<file path="src/rtl/hpdmc_ddr_wrpath.sv">
// DDR write-data path: FIFO-buffered write words sequenced into DQS preamble/data/postamble
// bursts, presented as registered rising/falling (D0/D1) pairs for the ODDR2 output stages.
module hpdmc_ddr_wrpath #(
  parameter int DQ_WIDTH   = 16,
  parameter int BURST_LEN  = 4,
  parameter int FIFO_DEPTH = 4
) (
  input  logic                    sys_clk,
  input  logic                    sys_rst,
  input  logic                    wr_start,
  output logic                    wr_ready,
  input  logic                    wd_stb,
  output logic                    wd_ack,
  input  logic [2*DQ_WIDTH-1:0]   wd_data,
  input  logic [2*DQ_WIDTH/8-1:0] wd_mask,
  output logic [DQ_WIDTH-1:0]     dq_d0,
  output logic [DQ_WIDTH-1:0]     dq_d1,
  output logic [DQ_WIDTH/8-1:0]   dm_d0,
  output logic [DQ_WIDTH/8-1:0]   dm_d1,
  output logic [DQ_WIDTH/8-1:0]   dqs_d0,
  output logic [DQ_WIDTH/8-1:0]   dqs_d1,
  output logic                    dq_oe,
  output logic                    dqs_oe,
  output logic                    busy,
  output logic                    underrun,
  input  logic                    underrun_clr
);

  localparam int NB = DQ_WIDTH / 8;
  localparam int N  = BURST_LEN / 2;
  localparam int BW = (N > 1) ? $clog2(N) : 1;
  localparam int AW = $clog2(FIFO_DEPTH);
  localparam int CW = AW + 1;
  localparam int WW = 2 * DQ_WIDTH + 2 * NB;

  typedef enum logic [1:0] {IDLE, PRE, DATA, POST} state_t;

  state_t         state, state_nxt;
  logic [BW-1:0]  beat, beat_nxt;
  logic           last_beat;

  logic [WW-1:0]  mem [FIFO_DEPTH];
  logic [AW-1:0]  wr_ptr, rd_ptr;
  logic [CW-1:0]  count;
  logic           full, empty, push, pop, underrun_set;
  logic [WW-1:0]  head;

  // Sequencer control
  assign last_beat = (state == DATA) && (beat == BW'(N - 1));
  assign wr_ready  = (state == IDLE) || last_beat;
  assign busy      = (state != IDLE);

  always_comb begin
    state_nxt = state;
    beat_nxt  = beat;
    case (state)
      IDLE: if (wr_start) state_nxt = PRE;
      PRE: begin
        state_nxt = DATA;
        beat_nxt  = '0;
      end
      DATA: begin
        if (last_beat) begin
          // A start on the final beat chains the next burst with no postamble/preamble
          if (wr_start) beat_nxt = '0;
          else          state_nxt = POST;
        end else begin
          beat_nxt = beat + BW'(1);
        end
      end
      POST:    state_nxt = IDLE;
      default: state_nxt = IDLE;
    endcase
  end

  always_ff @(posedge sys_clk or posedge sys_rst) begin
    if (sys_rst) begin
      state <= IDLE;
      beat  <= '0;
    end else begin
      state <= state_nxt;
      beat  <= beat_nxt;
    end
  end

  // Write-data FIFO; a full FIFO refuses pushes even when a pop lands on the same edge
  assign full         = (count == CW'(FIFO_DEPTH));
  assign empty        = (count == '0);
  assign wd_ack       = !full;
  assign push         = wd_stb && !full;
  assign pop          = (state_nxt == DATA) && !empty;
  assign underrun_set = (state_nxt == DATA) && empty;
  assign head         = mem[rd_ptr];

  always_ff @(posedge sys_clk) begin
    if (push) mem[wr_ptr] <= {wd_mask, wd_data};
  end

  always_ff @(posedge sys_clk or posedge sys_rst) begin
    if (sys_rst) begin
      wr_ptr   <= '0;
      rd_ptr   <= '0;
      count    <= '0;
      underrun <= 1'b0;
    end else begin
      if (push) wr_ptr <= wr_ptr + AW'(1);
      if (pop)  rd_ptr <= rd_ptr + AW'(1);
      count <= count + CW'(push) - CW'(pop);
      if (underrun_set)      underrun <= 1'b1;
      else if (underrun_clr) underrun <= 1'b0;
    end
  end

  // Output register stage: loaded from the state being entered so pins track the state
  always_ff @(posedge sys_clk or posedge sys_rst) begin
    if (sys_rst) begin
      dq_d0  <= '0;
      dq_d1  <= '0;
      dm_d0  <= '0;
      dm_d1  <= '0;
      dqs_d0 <= '0;
      dqs_d1 <= '0;
      dq_oe  <= 1'b0;
      dqs_oe <= 1'b0;
    end else begin
      dq_d0  <= '0;
      dq_d1  <= '0;
      dm_d0  <= '0;
      dm_d1  <= '0;
      dqs_d0 <= '0;
      dqs_d1 <= '0;
      dq_oe  <= 1'b0;
      dqs_oe <= 1'b0;
      case (state_nxt)
        PRE, POST: dqs_oe <= 1'b1;
        DATA: begin
          dq_oe  <= 1'b1;
          dqs_oe <= 1'b1;
          dqs_d0 <= '1;
          if (empty) begin
            // Starved beat: mask every byte so the SDRAM ignores it
            dm_d0 <= '1;
            dm_d1 <= '1;
          end else begin
            dq_d0 <= head[DQ_WIDTH-1:0];
            dq_d1 <= head[2*DQ_WIDTH-1:DQ_WIDTH];
            dm_d0 <= head[2*DQ_WIDTH +: NB];
            dm_d1 <= head[2*DQ_WIDTH+NB +: NB];
          end
        end
        default: ;
      endcase
    end
  end

endmodule

</file>
<file path="config.mk">
export PLATFORM = sky130hd
export DESIGN_NAME = hpdmc_ddr_wrpath
export DESIGN_NICKNAME = d
export VERILOG_FILES = /design/src/rtl/hpdmc_ddr_wrpath.sv
export SDC_FILE = /design/constraint.sdc
export NUM_CORES = 1
export LEC_CHECK = 0
export ABC_AREA = 1
export BUFFER_PORTS_ARGS = -buffer_cell sky130_fd_sc_hd__buf_2
export CAP_MARGIN = 20
export CORE_MARGIN = 10
export CORE_UTILIZATION = 50
export CTS_BUF_LIST = sky130_fd_sc_hd__clkbuf_2
export CTS_CLUSTER_DIAMETER = 30
export DETAILED_ROUTE_END_ITERATION = 16
export PLACE_DENSITY = 0.7
export REMOVE_ABC_BUFFERS = 1
export SLEW_MARGIN = 20
export SYNTH_ARGS = -nofsm -noshare
export SYNTH_HDL_FRONTEND = slang
export SYNTH_SLANG_ARGS = --single-unit
</file>
<file path="constraint.sdc">
create_clock -name sys_clk -period 3.76 [get_ports sys_clk]
set_input_delay 0 -clock sys_clk [delete_from_list [all_inputs] [get_ports sys_clk]]
set_output_delay 0 -clock sys_clk [all_outputs]
set_load 0.01 [all_outputs]
</file>
# Word level (Yosys, flattened, before mapping)
# Memory sizes are Yosys's and may differ from the RTL's.
# Cells that the tools add are included.
# Widths: inputs -> output; s select.
[totals]
regBits = 51
latch_bits = 0
ram_bits = 144
rom_bits = 0
in_bits = 41
output_inout_bits = 46
word_cells = 63
n_memories = 1
[classes]
n_addsub = 5
n_mul = 0
div_mod_pow = 0
n_lt_le_gt_ge = 0
n_eq_ne = 8
shift = 0
n_mux = 22
bitwise_logic = 0
n_reduce_logical = 14
[mem_list]
columns = ["name", "words", "width", "read_ports", "rd_ports_with_merged_regs", "write_ports", "line", "rtl"]
rows = [
  ["mem", 4, 36, 1, 0, 1, "42", "logic [WW-1:0] mem [FIFO_DEPTH];"],
]
[op_table]
columns = ["op", "count"]
rows = [
  ["$mux 16", 4],
  ["$mux 2", 8],
  ["$eq 2x2->1 const B", 4],
  ["$mux 1", 8],
  ["$pmux 2 s4", 1],
  ["$reduce_bool 2->1", 3],
  ["$add 2x1->2 const B", 2],
  ["$eq 2x1->1 const B", 2],
  ["$logic_and 1x1->1", 4],
  ["$add 3x1->3", 1],
  ["$eq 3x3->1 const B", 1],
  ["$logic_not 3->1", 1],
  ["$ne 3x3->1 const B", 1],
  ["$reduce_or 3->1", 1],
  ["$sub 3x1->3", 1],
  ["$logic_not 1->1", 2],
  ["$logic_not 2->1", 1],
  ["$pmux 1 s2", 1],
  ["$reduce_and 2->1", 1],
  ["$add 1x1->1 const B", 1],
  ["$logic_or 1x1->1", 1],
]

# Depth between registers and ports, before layout
[logic_depth]
ltp_word = 7
depth_mapped = 13
ltp_nobuf = 12

# Least setup slack after synthesis
# Ideal clock, no wire load.
[synth_path]
path_type = "register to register"
from = "reg count[1]"
to = "mem mem[0][0] (netlist bit), enable pin"
setup_ps = 429
arrival_time_ps = 2299
required_time_ps = 3331
slack_ps = 1031
path_stages_with_launch = 5
n_path_buf = 0
synth_period_minus_slack_ps = 2729
cell_sequence = "dfrtp_1 -> inv_1 -> nand3_1 -> nand2_1 -> nor2_1"
[synth_between]
elab_chain_len = 5
[synth_lines]
columns = ["item", "line", "rtl"]
rows = [
  ["from (decl)", "44", "logic [CW-1:0] count;"],
  ["from (signal assigned)", "108", "count <= count + CW'(push) - CW'(pop);"],
  ["$eq 3x3->1", "87", "assign full = (count == CW'(FIFO_DEPTH));"],
  ["$logic_not 1->1", "--", ""],
  ["named net wd_ack", "13", "output logic wd_ack,"],
  ["$logic_and 1x1->1", "90", "assign push = wd_stb && !full;"],
  ["$mux 1", "96", "if (push) mem[wr_ptr] <= {wd_mask, wd_data};"],
  ["$mux 1 (implied by the code)", "96", ""],
  ["to (decl)", "42", ""],
]
# The timed path passes the listed nets, and every way through them passes these cells.

# Final worst setup path
[layout_path]
from = "reg state[0]"
to = "reg count[2]"
[layout_between]
elab_chain_len = 7
elab_cells_between_ends = 12
cone_classes = "1 x add/sub; 4 x eq/ne; 4 x mux; 3 x reduce/logical"
[layout_lines]
columns = ["item", "line", "rtl"]
rows = [
  ["from (decl)", "38", "state_t state, state_nxt;"],
  ["from (signal assigned)", "81", "state <= state_nxt;"],
  ["$eq 2x2->1", "49, 56", ""],
  ["$logic_and 1x1->1", "49", "assign last_beat = (state == DATA) && (beat == BW'(N - 1));"],
  ["$mux 2", "63", "if (last_beat) begin"],
  ["$pmux 2 s4 *", "56", "case (state)"],
  ["$eq 2x2->1 *", "91", "assign pop = (state_nxt == DATA) && !empty;"],
  ["$logic_and 1x1->1 *", "91", ""],
  ["named net pop", "45", "logic full, empty, push, pop, underrun_set;"],
  ["$sub 3x1->3 *", "108", ""],
]
# The timed path passes the listed nets; every way through them passes the cells marked *.
# A chain may end at the register's enable or synchronous reset.

==> flow_metrics.tcl <==
set metrics [dict create \
    cts_tree "done" \
    max_cap_viol_count 0 \
    final_max_tran_viols 0 \
    drtIter0Drc 370 \
    area_growth_pct 23.1 \
    gp_congestion 0.753 \
    cts_root_buf "sky130_fd_sc_hd__clkbuf_2" \
    placement.setup.worst_slack_ns 1.01 \
    crit_path_max_fanout 35 \
    grt_first_pass_wirelength_um 24500 \
    pd_cells_nw_per_um2 710 \
    fin_worst_hold_slack_ns 0.180 \
    fmax_mhz 363 \
    synthesis.area_per_instance_sq_um 13.3 \
    yosys.area_share.xor_xnor_pct 0.483 \
    antennaDiodeCount 0 \
    grt_pass1_vias 4744 \
    vdd_ir_drop_max_uv 408 \
    detail-route-antenna-nets 0 \
    post-route-util_pct 63.6 \
    remaining_drc_errors 0 \
    ios 87 \
    insertion_delay_ns 0.73 \
    cts_num_sinks 193 \
    critPathKind "reg2reg" \
    crit_slowest_cell "sky130_fd_sc_hd__dfrtp_1" \
    placed_cells 791 \
    power.total_mw 6.34 \
    cts_inserted_buffers 17 \
    arrival_worst_endpoint_ns 3.40 \
    status "completed" \
    syn_std_cell_area_sq_um 7250 \
    hold_path_class "in2reg" \
    dieArea_sq_um 19700 \
    dp_hpwl_um 8720 \
    fin_setup_tns_ns 0 \
    post_synth_mux_area_share_pct 0 \
    cpMostUsedCell "sky130_fd_sc_hd__inv_1" \
    grt-ovfl-total 0 \
    synth-adder-area-share_pct 1.83 \
    syn_inst 547 \
    instances_no_fill 903 \
    crit_path_cell_chain "inv_2 -> ha_1 -> inv_1 -> a21oi_1 -> inv_1 -> nand4_4 -> inv_1 -> ha_1 -> inv_1 -> ha_1 -> fa_1 -> xor2_1" \
    report.final.setup_viol 0 \
    fin_skew_ns 0.0159 \
    routed-via-count 4577 \
    number_of_buffers_between_clock_root_and_the_deepest_sink 2 \
    htree_num_levels 4 \
    vias_per_cell 5.07 \
    cts_resized 0 \
    drive_above_1_share_pct 18.7 \
    track_usage_pct 15.6 \
    mostFrequentLayoutCells "sky130_fd_sc_hd__nor2_1 (146), sky130_fd_sc_hd__edfxtp_1 (144), sky130_fd_sc_hd__buf_2 (84), sky130_fd_sc_hd__dlygate4sd3_1 (80), sky130_fd_sc_hd__dfrtp_1 (47)" \
    crit_path_max_incr_delay_ns 0.45 \
    post_dp_cell_area_sq_um 7850 \
    final_net_count 761 \
    placeableCoreArea_sq_um 14000 \
    pin_count_of_the_biggest_net_entering_global_routing 75 \
    hold_viol 0 \
    io_buffers 84 \
    post_synth_num_cell_types 24 \
    final.min_clock_period_ns 2.75 \
    fp-row-count 43 \
    synth_top_family_by_area "simple AND/OR/NAND/NOR gates" \
    leakage_nw 3.56 \
    post_cts.repair.setup_buffers 0 \
    cp-end-kind "flop" \
    antenna_found_initial 0 \
    synthesis.yosys.warnings 0 \
    wl_um 15000 \
    synth_compound_gate_area_share_pct 7.94 \
    floorplan.die.height_um 140 \
    crit_share_post_route_pct 73.2 \
    layout.cells.most_common "sky130_fd_sc_hd__nor2_1" \
    ys_seq_area_share_pct 76.6 \
    slew_headroom_pct 44.5 \
    worstMarginPinSlew_ns 0.831 \
    clk_pin_slew_worst_paths_ns 0.23 \
    worstSetupStartpointType "flop" \
    wire_per_inst_um 16.6 \
    regToRegSetupSlack_ns 1.01 \
    floorplan.initialDensity_pct 51.6 \
    post_synthesis_sequential_element_count 193 \
    cts_hold_buffers 80 \
    synth_simple_gate_area_share_pct 9.22 \
    rsz0062_at_grt "no" \
    postLayoutCellArea_sq_um 8930 \
    layout_setup_ws_ns 1.01 \
    first_pass_iters 5 \
    critPathRequiredTime_ns 4.40 \
    die_width_um 140 \
]
[report_power, final]
part | internal (mW) | switching [mW]
Sequential | 2.83 | 0.124
Clock | 0.438 | 0.673
Combinational | 0.731 | 1.54
[path summary, 6_finish.rpt]
path                          start         to  depth (start not counted)
min in group asynchronous   sys_rst  dq_d1[10]                          5
max reg2reg                state[0]   count[2]                         12
max                        state[0]   count[2]                         12
min reg2reg                count[0]   count[0]                          1
max in group asynchronous   sys_rst  rd_ptr[0]                          5
min                        wr_start       beat                          5
[cell type report]
class,count,area (sq um)
tap,180,225
sequential,193,5550
clock inverter,14,188
timing repair buffer,172,1320
inverter,27,101
clock buffer,18,90.1
fill,1056,5110
multi-input combinational,299,1450
[cells by family after synthesis]
logic type	after synthesis
XOR/XNOR	4
AO/OA/AOI/OAI	114
buffers and inverters	56
adder cells (fa/ha/maj)	10
AND/OR/NAND/NOR	169
other	1
flip-flops	193
[worst max-delay path: cells and delay by family (launching register included)]
kind	cells	cell delay (ns)
AO/OA/AOI/OAI	1	0.16
XOR/XNOR	1	0.17
AND/OR/NAND/NOR	1	0.44
flip-flops	1	0.45
buffers and inverters	5	0.39
adder cells (fa/ha/maj)	4	1.03
[per-layer routing]
metal	part of all wire (%)	routed length, um	global-route usage (%)	vias to the layer above
met5	0	0	0	-
met4	1.3	199	5.54	0
met3	6.4	962	4.53	16
met2	50	7510	25.6	141
met1	42	6350	19.1	2218
li1	-	-	-	2202
[sequential cells by signal, summed over array words and instances (netlist names)]
signal and count:
mem 144, dq_d0 16, dq_d1 16, count 3, dm_d0 2, dm_d1 2, rd_ptr 2, state 2
wr_ptr 2, beat 1, dqs_d0 1, dqs_oe 1, underrun 1
[synth_stat cells (all sizes together)]
cell	count	area share, %
nor2	151	7.9
edfxtp	144	60
o21ai	75	5.2
dfrtp	49	17
a21oi	35	2.4
inv	27	1.4
buf	19	2.0
nand2	12	0.62
clkbuf	10	0.52
ha	9	1.6
o22ai	4	0.35
nand3	3	0.28
nand4	3	0.47
xor2	3	0.36
conb	1	0.052
fa	1	0.28
xnor2	1	0.12
Power figures use the tool's default switching activity.
